--- config.mk ---
export PLATFORM = sky130hd
export DESIGN_NAME = ram_fifo_ctrl
export DESIGN_NICKNAME = d
export VERILOG_FILES = /design/src/rtl/fifo_pkg.sv /design/src/rtl/ram_fifo_ctrl.sv
export SDC_FILE = /design/constraint.sdc
export NUM_CORES = 1
export LEC_CHECK = 0
export CAP_MARGIN = 10
export CORE_UTILIZATION = 39
export CTS_CLUSTER_DIAMETER = 100
export DETAILED_ROUTE_END_ITERATION = 6
export PLACE_DENSITY = 0.88
export SYNTH_ARGS = -nofsm -noshare
export SYNTH_HDL_FRONTEND = slang
export SYNTH_SLANG_ARGS = --single-unit
--- constraint.sdc ---
create_clock -name clk -period 7.9 [get_ports clk]
set_input_delay 1.975 -clock clk [delete_from_list [all_inputs] [get_ports clk]]
set_output_delay 1.975 -clock clk [all_outputs]
set_load 0.05 [all_outputs]
--- src/rtl/fifo_pkg.sv ---
// rtl/fifo_pkg.sv - shared sizing constants for the RAM-backed FIFO controller
package fifo_pkg;
  localparam int DW     = 8;
  localparam int AW     = 4;
  localparam int DEPTH  = 2 ** AW;
  localparam int RAM_AW = 8;
endpackage

--- src/rtl/ram_fifo_ctrl.sv ---
// rtl/ram_fifo_ctrl.sv - synchronous FIFO controller driving an external dual-port RAM
module ram_fifo_ctrl #(
  parameter int DW        = fifo_pkg::DW,
  parameter int AW        = fifo_pkg::AW,
  parameter int AFULL_LVL = 14
) (
  input  logic                      clk,
  input  logic                      rst_n,
  input  logic                      wr_en,
  input  logic [DW-1:0]             wr_data,
  input  logic                      rd_en,
  output logic [DW-1:0]             rd_data,
  output logic                      rd_valid,
  output logic                      full,
  output logic                      empty,
  output logic                      almost_full,
  output logic [AW:0]               count,
  output logic                      overflow,
  output logic                      underflow,
  output logic [fifo_pkg::RAM_AW-1:0] ram_addr1,
  output logic [DW-1:0]             ram_din1,
  output logic                      ram_we1,
  output logic [fifo_pkg::RAM_AW-1:0] ram_addr2,
  output logic                      ram_we2,
  input  logic [DW-1:0]             ram_dout2
);
  localparam logic [AW:0] FULL_CNT  = {1'b1, {AW{1'b0}}};
  localparam logic [AW:0] AFULL_CNT = (AW+1)'(AFULL_LVL);

  logic [AW-1:0] wr_ptr;
  logic [AW-1:0] rd_ptr;
  logic          push;
  logic          pop;

  // Full blocks pushes and empty blocks pops regardless of the other side,
  // so a write and a valid read never target the same RAM word in one cycle.
  assign push = wr_en & ~full & rst_n;
  assign pop  = rd_en & ~empty;

  assign full        = (count == FULL_CNT);
  assign empty       = (count == '0);
  assign almost_full = (count >= AFULL_CNT);

  assign ram_we1   = push;
  assign ram_din1  = wr_data;
  assign ram_addr1 = fifo_pkg::RAM_AW'(wr_ptr);
  assign ram_we2   = 1'b0;
  assign ram_addr2 = fifo_pkg::RAM_AW'(rd_ptr);
  assign rd_data   = ram_dout2;

  always_ff @(posedge clk) begin
    if (!rst_n) begin
      wr_ptr    <= '0;
      rd_ptr    <= '0;
      count     <= '0;
      rd_valid  <= 1'b0;
      overflow  <= 1'b0;
      underflow <= 1'b0;
    end else begin
      rd_valid <= pop;
      if (push) wr_ptr <= wr_ptr + AW'(1);
      if (pop)  rd_ptr <= rd_ptr + AW'(1);
      case ({push, pop})
        2'b10:   count <= count + (AW+1)'(1);
        2'b01:   count <= count - (AW+1)'(1);
        default: count <= count;
      endcase
      if (wr_en && full)  overflow  <= 1'b1;
      if (rd_en && empty) underflow <= 1'b1;
    end
  end
endmodule

Yosys cells after proc, flatten, opt, wreduce, memory -nomap -nowiden
Index checks and enable logic that the tools add are counted.
{"block": "word_totals", "regBits": 16, "elab_cells": 24}
{"block": "op_classes", "add_sub_neg": 4, "n_lt_le_gt_ge": 1, "eq_ne": 3, "mux": 1, "n_bitwise": 5, "reduce_logical": 4}
{"op": "5-bit one-hot mux with 2 select lines", "n": 1}
{"op": "4-bit by 1-bit adder with 4-bit output, second input constant", "n": 2}
{"op": "5-bit by 1-bit adder with 5-bit output, second input constant", "n": 1}
{"op": "5-bit equality test, second input constant", "n": 1}
{"op": "5-bit by 4-bit greater-or-equal comparator with 1-bit output, second input constant", "n": 1}
{"op": "5-bit logical NOT", "n": 1}
{"op": "5-bit by 1-bit subtractor with 5-bit output, second input constant", "n": 1}
{"op": "1-bit AND", "n": 3}
{"op": "2-bit by 1-bit equality test with 1-bit output, second input constant", "n": 1}
{"op": "2-bit equality test, second input constant", "n": 1}
{"op": "1-bit logical AND", "n": 2}
{"op": "1-bit inverter", "n": 2}
{"op": "2-bit nonzero test", "n": 1}

Logic depth before layout (Yosys ltp)
{"block": "depth", "depth_word": 6, "ltp_mapped": 10, "ltp_nobuf": 10}

Least setup slack after synthesis
No wires, ideal clock.
{"block": "synth_timing", "kind": "input to output", "startpoint": "input port wr_en", "endpoint": "output port ram_we1", "arrival_ps": 2746, "required_time_ps": 5925, "slack_ps": 3179, "path_stages": 3, "path_buffers": 0, "cell_sequence": "a21boi_1 nand2_1 inv_1"}
{"block": "synth_via", "elab_chain_cells": 2}
{"element": "from (decl)", "line_no": "ram_fifo_ctrl.sv:9", "text": "input logic wr_en,"}
{"element": "1-bit AND (2 in a row)", "line_no": "ram_fifo_ctrl.sv:37", "text": "assign push = wr_en & ~full & rst_n;"}
{"element": "to (decl)", "line_no": "ram_fifo_ctrl.sv:22", "text": "output logic ram_we1,"}
No other way between the ends.

Worst setup path in the final report
{"block": "layout_timing", "startpoint": "input port rst_n", "endpoint": "output port ram_we1"}
{"block": "layout_via", "elab_chain_cells": 1}
{"element": "from (decl)", "line_no": "ram_fifo_ctrl.sv:8", "text": "input logic rst_n,"}
{"element": "1-bit AND", "line_no": "ram_fifo_ctrl.sv:37"}
No other way between the ends.

==> summary.md <==
| Metric | Value |
|---|---|
| Status | finished, final reports clean |
| Synth Area per Inst | 8.83 um^2 |
| Max-slew violations | 0 |
| Worst-Margin Slew | 0.615 ns |
| Post-Syn Area | 1040 um^2 |
| Sw power | 0.000238 W |
| Ports | 65 |
| Total internal power | 0.000234 W |
| Setup TNS | 0 ns |
| Crit path kind | in -> out |
| Sequential Power Share | 26.3% |
| Sink Count | 16 |
| Final worst-path cycle share | 74.6% |
| Final Hold Fails | 0 |
| Critical-path maximum fanout | 22 |
| Hpwl dp | 1400 um |
| Simple-Gate Fraction of Synth Area | 19.9% |
| Final instance area | 1180 um^2 |
| Floorplan core area | 2500 um^2 |
| Cell with the most instances after synthesis | buf_4 |
| Placer Congestion | 0.770 |
| PostCTS Resize Cnt | 0 |
| Cts bufs inserted | 3 |
| Yosys warnings | 0 |
| Grt ovf | 0 |
| Number of synthesized flops with an enable pin | 0 |
| Overall routing resource usage | 14.4% |
| Worst path required time | 5.93 ns |
| Crit-path most repeated cell | clkdlybuf4s50_1 |
| Max incr delay on CP | 0.86 ns |
| Final min period | 5.90 ns |
| Unique cell type count in the Yosys netlist | 30 |
| Final Worst Setup Slack | 2.00 ns |
| Crit path capture type | primary output |
| Clock H-tree levels | 1 |
| Commonest cells post-synth | buf_4, dfxtp_1, and2_1 |
| CP max-delay cell | clkdlybuf4s50_1 |
| Crit start category | input pin |
| Sequential element share of the synthesized area | 30.7% |
| First-pass GRT wire length | 3000 um |
| Initial core utilization | 41.7% |
| RSZ-0062 raised after global routing | false |
| Die height | 53.7 um |
| Initial DRC count | 16 |
| Setup violations, final | 0 |
| DIE WIDTH | 53.7 um |
| Largest net degree at the start of global routing | 23 |
| Rows | 18 |
| Nets | 153 |
| Antenna viol nets, final | 0 |
| Final WL | 1830 um |
| Final Power | 0.000472 W |
| Synth Instances | 118 |
| Die ar. | 2880 um^2 |
| Worst VDD drop | 0.262 mV |
| Largest family of logic cells by synthesized area | buffers and inverters |
| Synth-to-Final Area Change | 13.0% |
| Area leader, netlist | dfxtp_1 |
| Clk buf depth | 2 |
| Xor/xnor share of the synthesized area | 4.20% |
| Compound-Gate Fraction of Synth Area | 9.00% |
| CTS root buf | clkbuf_4 |
| Adder-cell share of the synthesized area | 9.12% |
| Avg WL per Cell | 11.8 um |
| Worst-path cell chain | clkdlybuf4s50_1 -> nand2_1 -> inv_1 -> clkdlybuf4s50_1 |
| Drt pass-1 iters | 5 |
| Max frequency | 170 MHz |
| Combinational power share | 62.0% |
| Switch share | 50.4% |
| Initial antenna violation count | 0 |
| Asr flop ratio synth | 0% |
| Top-area cell type share of the netlist area | 30.7% |
| Postcts setup bufs | 0 |
| Worst hold path type | reg -> reg |
| Static leakage | 0.506 nW |
| Mux contribution to synthesized area | 5.76% |
| DRC viols | 0 |
| Clk Latency, worst-skew pair | 0.29 ns |
| Top post-synthesis cells by area | dfxtp_1, buf_4, ha_1, mux2i_1, and2_1 |
| Vias per inst | 4.83 |
| Slew HR | 58.9% |
| Synthesis-stage register bit count | 16 |
| Most used DFF post-synth | dfxtp_1 |
| Place WS | 2.00 ns |
| TritonCTS clock tree | built |
| Hold-fix buffers, CTS | 0 |
| Critical Path AT | 3.92 ns |
| Max Cap Violations | 0 |
| DR vias | 749 |
| Clock Skews | 0.00235 ns |
| Placed Instance Area | 1140 um^2 |
| Antenna Cells | 0 |
| Share of cells above drive strength 1 | 7.20% |
| Power density over the cells | 401 nW/um^2 |
| IO buf count | 23 |
| Clock slew at reported path FFs | 0.10 ns |
| Clock network fraction of design power | 11.7% |
| Vias in the first global route | 725 |
==> power by group through the flow <==
stage / Combinational, W / Sequential [W] / Clock [W]
after floorplan: 0.000179 / 0.000184 / 0
after global placement: 0.000285 / 0.000125 / 0
after detailed placement: 0.000293 / 0.000126 / 0
after CTS: 0.000294 / 0.000124 / 0.0000557
after global routing: 0.000315 / 0.000128 / 0.0000599
final: 0.000292 / 0.000124 / 0.0000552
==> state kept, by name, summed over array words and instances (netlist names) <==
register,cells
count,5
rd_valid,1
rd_ptr,4
wr_ptr,4
overflow,1
underflow,1
==> layout make-up <==
type	count	area, um^2
Tap cell	30	37.5
Sequential cell	16	320
Clock buffer	4	36.3
Inverter	5	18.8
Timing Repair Buffer	23	230
Fill cell	251	1320
Multi-Input combinational cell	77	534
==> worst paths after layout <==
check                    to  slack [ns]  cells after the start      start
setup / recovery    ram_we1        2.00                      4      rst_n
hold / removal    wr_ptr[3]        0.48                      2  wr_ptr[3]
setup reg to reg   count[3]        5.13                      9   count[0]
hold reg to reg   wr_ptr[3]        0.48                      2  wr_ptr[3]
==> cell usage in the layout, fill, tap and decap left out, drive strengths merged <==
cell,count
a21o,1
clkbuf,4
and2,8
conb,9
nor2,5
ha,6
fa,1
nand2,7
xor2,2
o21ai,3
xnor2,3
nor2b,4
clkdlybuf4s50,23
nor4,1
inv,5
nand4b,1
a21oi,4
nor3,1
or4b,1
a31o,1
or4,1
a21boi,1
nand3,3
o211ai,1
nand4,1
mux2i,6
nand2b,4
dfxtp,16
o21a,2
==> kinds of logic after synthesis <==
group | Yosys count
AO/OA/AOI/OAI | 13
XOR/XNOR | 5
flip-flops | 16
buffers and inverters | 33
other | 1
AND/OR/NAND/NOR | 37
multiplexers | 6
adder cells (fa/ha/maj) | 7
==> worst max-delay path, delay by kind of cell <==
| family | cells | cell delay, ns |
|---|---|---|
| buffers and inverters | 3 | 1.74 |
| and+or+nand+nor | 1 | 0.19 |
==> per-stage QoR <==
step | std cells | hold WS [ns] | util (%)
3_3_place_gp | 151 | 0.459 | 45.6
6_report | 155 | 0.479 | 47.1
4_1_cts | 155 | 0.481 | 47.1
5_1_grt | 155 | 0.512 | 47.1
3_5_place_dp | 151 | 0.467 | 45.6
2_1_floorplan | 126 | 0.682 | -
==> routing by layer <==
layer	routed length, um	vias up	share of wire (%)	track usage (%)
met3	134	0	7.3	5.65
met4	0	0	0	7.02
met2	919	30	50	25.3
met1	774	348	42	14.6
met5	0	-	0	0
li1	-	371	-	-
(Power assumes the default switching activity.)
